### src/rtl/uart_pkg.sv
// Shared UART definitions: receive FSM state encoding and frame field widths
// used by both the RX and TX control paths.
package uart_pkg;

  typedef enum logic [2:0] {
    RX_IDLE       = 3'd0,
    RX_START_BIT  = 3'd1,
    RX_DATA_BITS  = 3'd2,
    RX_PARITY_BIT = 3'd3,
    RX_CRC        = 3'd4,
    RX_STOP_BIT   = 3'd5
  } t_rx_states;

  localparam int DATA_BITS   = 8;
  localparam int CRC_BITS    = 8;
  localparam int PARITY_BITS = 1;
  localparam int STOP_BITS   = 1;

endpackage

### src/rtl/uart_rx_control_path.sv
// UART receive control FSM: start-bit qualification, mid-bit sample strobes
// with per-field bit indices, and frame done / framing / false-start pulses.
module uart_rx_control_path
  import uart_pkg::*;
#(
  parameter int OVERSAMPLE = 16
) (
  input  logic       clk_i,
  input  logic       rst_ni,
  input  logic       tick_i,
  input  logic       rx_i,
  input  logic       crc_en_i,
  output logic       sample_o,
  output logic [4:0] bit_cnt_o,
  output logic       is_rx_idle_o,
  output logic       is_rx_start_o,
  output logic       is_rx_data_o,
  output logic       is_rx_parity_o,
  output logic       is_rx_crc_o,
  output logic       is_rx_stop_o,
  output logic       frame_done_o,
  output logic       framing_err_o,
  output logic       start_err_o
);

  localparam int SW = $clog2(OVERSAMPLE);
  localparam logic [SW-1:0] HALF_LAST = SW'(OVERSAMPLE / 2 - 1);
  localparam logic [SW-1:0] BIT_LAST  = SW'(OVERSAMPLE - 1);

  t_rx_states    state, state_d;
  logic [SW-1:0] s_cnt, s_cnt_d;
  logic [4:0]    b_cnt, b_cnt_d;
  logic          rx_q;
  logic          crc_mode, crc_mode_d;
  logic          field_last;
  t_rx_states    field_next;

  always_ff @(posedge clk_i) begin
    if (!rst_ni) begin
      state    <= RX_IDLE;
      s_cnt    <= '0;
      b_cnt    <= '0;
      rx_q     <= 1'b1;
      crc_mode <= 1'b0;
    end else if (tick_i) begin
      state    <= state_d;
      s_cnt    <= s_cnt_d;
      b_cnt    <= b_cnt_d;
      rx_q     <= rx_i;
      crc_mode <= crc_mode_d;
    end
  end

  // Where the current field ends and which state follows it.
  always_comb begin
    field_last = 1'b0;
    field_next = RX_IDLE;
    case (state)
      RX_DATA_BITS: begin
        field_last = (b_cnt == 5'(DATA_BITS - 1));
        field_next = crc_mode ? RX_CRC : RX_PARITY_BIT;
      end
      RX_PARITY_BIT: begin
        field_last = (b_cnt == 5'(PARITY_BITS - 1));
        field_next = RX_STOP_BIT;
      end
      RX_CRC: begin
        field_last = (b_cnt == 5'(CRC_BITS - 1));
        field_next = RX_STOP_BIT;
      end
      RX_STOP_BIT: begin
        field_last = (b_cnt == 5'(STOP_BITS - 1));
        field_next = RX_IDLE;
      end
      default: begin
        field_last = 1'b0;
        field_next = RX_IDLE;
      end
    endcase
  end

  always_comb begin
    state_d       = state;
    s_cnt_d       = s_cnt;
    b_cnt_d       = b_cnt;
    crc_mode_d    = crc_mode;
    sample_o      = 1'b0;
    frame_done_o  = 1'b0;
    framing_err_o = 1'b0;
    start_err_o   = 1'b0;
    if (tick_i) begin
      case (state)
        RX_IDLE: begin
          // Only a high-to-low transition starts a frame, never a stuck-low line.
          if (rx_q && !rx_i) begin
            state_d    = RX_START_BIT;
            s_cnt_d    = '0;
            b_cnt_d    = '0;
            crc_mode_d = crc_en_i;
          end
        end
        RX_START_BIT: begin
          if (s_cnt == HALF_LAST) begin
            if (!rx_i) begin
              state_d = RX_DATA_BITS;
              s_cnt_d = '0;
            end else begin
              start_err_o = 1'b1;
              state_d     = RX_IDLE;
            end
          end else begin
            s_cnt_d = s_cnt + SW'(1);
          end
        end
        RX_DATA_BITS, RX_PARITY_BIT, RX_CRC, RX_STOP_BIT: begin
          if (s_cnt == BIT_LAST) begin
            sample_o = 1'b1;
            s_cnt_d  = '0;
            b_cnt_d  = b_cnt + 5'd1;
            if (field_last) begin
              b_cnt_d = '0;
              state_d = field_next;
              if (state == RX_STOP_BIT) begin
                frame_done_o  = rx_i;
                framing_err_o = !rx_i;
              end
            end
          end else begin
            s_cnt_d = s_cnt + SW'(1);
          end
        end
        default: state_d = RX_IDLE;
      endcase
    end
  end

  assign bit_cnt_o      = sample_o ? b_cnt : 5'd0;
  assign is_rx_idle_o   = (state == RX_IDLE);
  assign is_rx_start_o  = (state == RX_START_BIT);
  assign is_rx_data_o   = (state == RX_DATA_BITS);
  assign is_rx_parity_o = (state == RX_PARITY_BIT);
  assign is_rx_crc_o    = (state == RX_CRC);
  assign is_rx_stop_o   = (state == RX_STOP_BIT);

endmodule

### config.mk
export PLATFORM = sky130hd
export DESIGN_NAME = uart_rx_control_path
export DESIGN_NICKNAME = d
export VERILOG_FILES = /design/src/rtl/uart_pkg.sv /design/src/rtl/uart_rx_control_path.sv
export SDC_FILE = /design/constraint.sdc
export NUM_CORES = 1
export LEC_CHECK = 0
export ABC_CLOCK_PERIOD_IN_PS = 2100
export CORE_ASPECT_RATIO = 0.8
export CORE_UTILIZATION = 50
export CTS_CLUSTER_SIZE = 28
export DETAILED_ROUTE_END_ITERATION = 6
export PLACE_DENSITY = 0.8
export SLEW_MARGIN = 15
export SYNTH_ARGS = -nofsm -noshare
export SYNTH_HDL_FRONTEND = slang
export SYNTH_SLANG_ARGS = --single-unit
export TNS_END_PERCENT = 100
### constraint.sdc
create_clock -name clk_i -period 2.1 [get_ports clk_i]
set_input_delay 0.63 -clock clk_i [delete_from_list [all_inputs] [get_ports clk_i]]
set_output_delay 0.63 -clock clk_i [all_outputs]
set_load 0.02 [all_outputs]
==> reports/metrics.csv <==
stage;metric;value;unit
timing;fin_ws;-137;ps
route;vias_per_cell;6.52;
timing;hold_viol;0;
synth;ys_top_cells_by_area;dfxtp_1 29%, nor2_1 5.1%, nand2_1 4.3%, a21oi_1 4.2%, nand3_1 4.2%;
global_routing;grt_pass1_wl;6160;µm
clock_tree;clk_path_buf_depth;2;
critical_path;cp_top_family;buffers and inverters;
finish;design_area;0.00157;mm²
finish;fillers;64;
synth;synthAdderAreaFrac;3.89;%
power_and_ir_drop;p_per_area;385;mW/mm²
route;totalWireLength;4100;µm
clock_tree;cts_max_level;1;
synth;synth_xor_area_share;2.72;%
critical_path;critPathKind;input pin to output pin;
finish;syn2layout_area_growth;63.2;%
timing;max_freq;0.447;GHz
clock_tree;cts-buffers-inserted;3;
floorplan;die_x;51.1;µm
timing;slew_headroom;74.7;%
timing;drv_slew;0;
critical_path;cp_max_fo;4;
clock_tree;cts_sinks;14;
finish;fin_cells;207;
finish;multi_input_area;737;µm²
critical_path;slowest_delay;240;ps
global_routing;grt_max_degree;16;
clock_tree;cts-hold-fix-buffers;0;
job;maxCapViolations;0;
global_routing;gr-total-overflow;0;
critical_path;worstSetupEndpointType;output pin;
hold_path;hp-class;register to register;
synth;synth_area;965;µm²
power_and_ir_drop;power.leakage;0.659;nW
finish;fin_nets;194;
route;drtPass1Iterations;5;
critical_path;r2r_end;b_cnt[0]$_SDFFE_PN0P_;
synth;yosysWarnings;0;
timing;rsz0062_at_grt;true;
finish;n_antenna_cell;0;
synth;synth_area_leader_cell;dfxtp_1;
synth;synthSimpleGateAreaFrac;33.3;%
placement;hpwl;2390;µm
placement;dp.cells;197;
synth;avgSynthCellArea;7.60;µm²
critical_path;path_cells;clkdlybuf4s15_1 > buf_6 > nand4b_1 > nor3_2 > buf_4;
hold_path;whs_endpoint;rx_q$_SDFFE_PN1P_;
placement;gp_congestion;0.894;
synth;ys_types;41;
global_routing;grt_antenna_before_repair;0;
route;wl_per_cell;19.8;µm
floorplan;initial_utilization;56.5;%
timing;worst_pin_slew;379;ps
critical_path;worst-path-buf-inv;3;
route;drtAntennaViolNets;0;
global_routing;grt.total_usage;42.7;%
critical_path;cpMaxStageDelayCell;clkdlybuf4s15_1;
floorplan;num_rows;13;
timing;fin_skew;9.04;ps
clock_tree;cts_root_buffer;clkbuf_4;
floorplan;ios;20;
synth;synth_compound_area_share;23.9;%
timing;timing.hold.ws;538;ps
critical_path;r2r_cells;8;
timing;setup_viol;8;
finish;final_layout_size_suffix_gt1_share;46.5;%
critical_path;r2r_slack;50;ps
timing;fin_crit_sh;107;%
route;drc;0;
synth;synthesis.nets;135;
global_routing;grt_pass1_vias;1293;
critical_path;arrival;1610;ps
clock_tree;cts_tree;yes;
critical_path;worstPathRequired;1470;ps
power_and_ir_drop;p_total;0.000605;W
run_status;violations;negative setup slack;
critical_path;r2r_start;state[1]$_SDFFE_PN0P_;
timing;finalCriticalPeriod;2240;ps
finish;regArea;287;µm²
run_status;outcome;complete, but fails checks;
critical_path;startpoint_type;input pin;
placement;port_buffers;19;
hold_path;hold_depth;2;
synth;synth_top_area_share;29.1;%
synth;seq_area_frac_synth;29.1;%
route;via_count;1349;
synth;muxShareOfSynthArea;2.08;%
synth;synth_top_family_by_area;simple AND/OR/NAND/NOR gates;
power_and_ir_drop;vdd_drop_max;350;µV
synth;synth_cells;127;
hold_path;hold_start;rx_q$_SDFFE_PN1P_;
floorplan;die_y;41.3;µm
clock_tree;clkTransAtPathRegs;90;ps
finish;post-route-util;92.2;%
route;first_iter_violations;127;
floorplan;fp.coreArea;0.00171;mm²
placement;dpl-instance-area;0.00144;mm²
floorplan;die-area;0.00211;mm²
synth;ys_seq_elements;14;
clock_tree;clk_latency;290;ps
## what timing repair did
| item | CTS | global route |
|---|---|---|
| resized for setup | 77 | 20 |
| pin swaps | 9 | 1 |
| setup buffers | 5 | 1 |
| endpoints found under the setup margin | 20 | 18 |
## per-layer routing
layer | track usage, % | vias to the layer above | wire length (µm)
met5 | 0 | - | 0
met4 | 29.2 | 0 | 225
met3 | 16.7 | 29 | 465
met2 | 72.4 | 110 | 1850
met1 | 45.9 | 628 | 1560
li1 | - | 582 | -
## layout by cell type, fill, tap and decap left out, types with 2 or more instances in the layout
| master | n |
|---|---|
| buf_6 | 6 |
| or3_1 | 2 |
| o21ai_0 | 6 |
| and2_4 | 3 |
| clkbuf_4 | 3 |
| nor3_1 | 2 |
| dfxtp_2 | 5 |
| mux2i_1 | 2 |
| clkbuf_2 | 5 |
| nor3_4 | 2 |
| dfxtp_1 | 9 |
| o22ai_1 | 2 |
| and3_1 | 2 |
| ha_1 | 2 |
| nand3b_1 | 4 |
| clkdlybuf4s15_1 | 2 |
| nand4b_1 | 3 |
| clkdlybuf4s50_1 | 2 |
| a21oi_1 | 8 |
| nand2_1 | 11 |
| nand2b_1 | 2 |
| nor3_2 | 3 |
| o21ai_1 | 2 |
| nand3_1 | 7 |
| inv_1 | 7 |
| nor2_1 | 11 |
| o211ai_1 | 2 |
| buf_4 | 43 |
## tightest hold or removal path, cell delays in order, from the launching register on
cell and delay, ps:
dfxtp_1 360, mux2i_1 90, nand2_1 70
## Yosys cell counts (all sizes together)
library cell / count
a211oi: 1
a21boi: 2
a21oi: 8
a31oi: 2
and2: 3
and3: 3
buf: 3
clkbuf: 2
dfxtp: 14
ha: 3
inv: 7
mux2i: 2
nand2: 11
nand2b: 2
nand3: 8
nand3b: 4
nand4: 1
nand4b: 3
nor2: 13
nor3: 7
nor4: 1
o211ai: 2
o21a: 1
o21ai: 9
o221a: 1
o22ai: 2
o311ai: 1
o31ai: 2
o32ai: 1
o41ai: 1
or2: 1
or3: 3
xnor2: 2
xor2: 1
## kinds of logic (layout without fill, tap and decap cells)
logic type / count (synthesis) / count (layout)
simple gates: 60 / 60
compound gates: 33 / 33
flops: 14 / 14
buf+inv: 12 / 70
fa+ha+maj: 3 / 3
xor+xnor: 3 / 3
mux: 2 / 2
## cell type report
type                       instances  area share [%]
multi-input combinational        101            46.8
sequential                        14            18.2
timing repair buffer              59            29.3
clock buffer                       4            2.31
tap                               22            1.75
inverter                           7            1.67
## metrics by stage
step / TNS (ps) / setup slack, ps
final: -819 / -137
after CTS: -436 / -104
after detailed placement: -9960 / -834
after global routing: -1370 / -162
after global placement: -8700 / -739
after floorplan: -185 / -82.4
## sequential cells by signal (all words and copies together), names as in the netlist
register / cells
s_cnt: 4
rx_q: 1
state: 3
crc_mode: 1
b_cnt: 5
## report_power, final
group          internal [W]  leakage (nW)  switching, W
sequential         0.000270         0.116    0.00000385
combinational     0.0000551         0.522     0.0000722
clock              0.000106        0.0210     0.0000985
## worst max path at each step
stage	start	end	slack [ps]	cells past startpoint
2_1_floorplan	s_cnt[0]$_SDFFE_PN0P_	frame_done_o	-80	4
3_3_place_gp	tick_i	bit_cnt_o[1]	-740	5
3_5_place_dp	tick_i	frame_done_o	-830	5
4_1_cts	b_cnt[3]$_SDFFE_PN0P_	frame_done_o	-100	4
5_1_grt	s_cnt[1]$_SDFFE_PN0P_	bit_cnt_o[1]	-160	6
6_report	tick_i	framing_err_o	-140	5
Power figures use the tool's default switching activity.
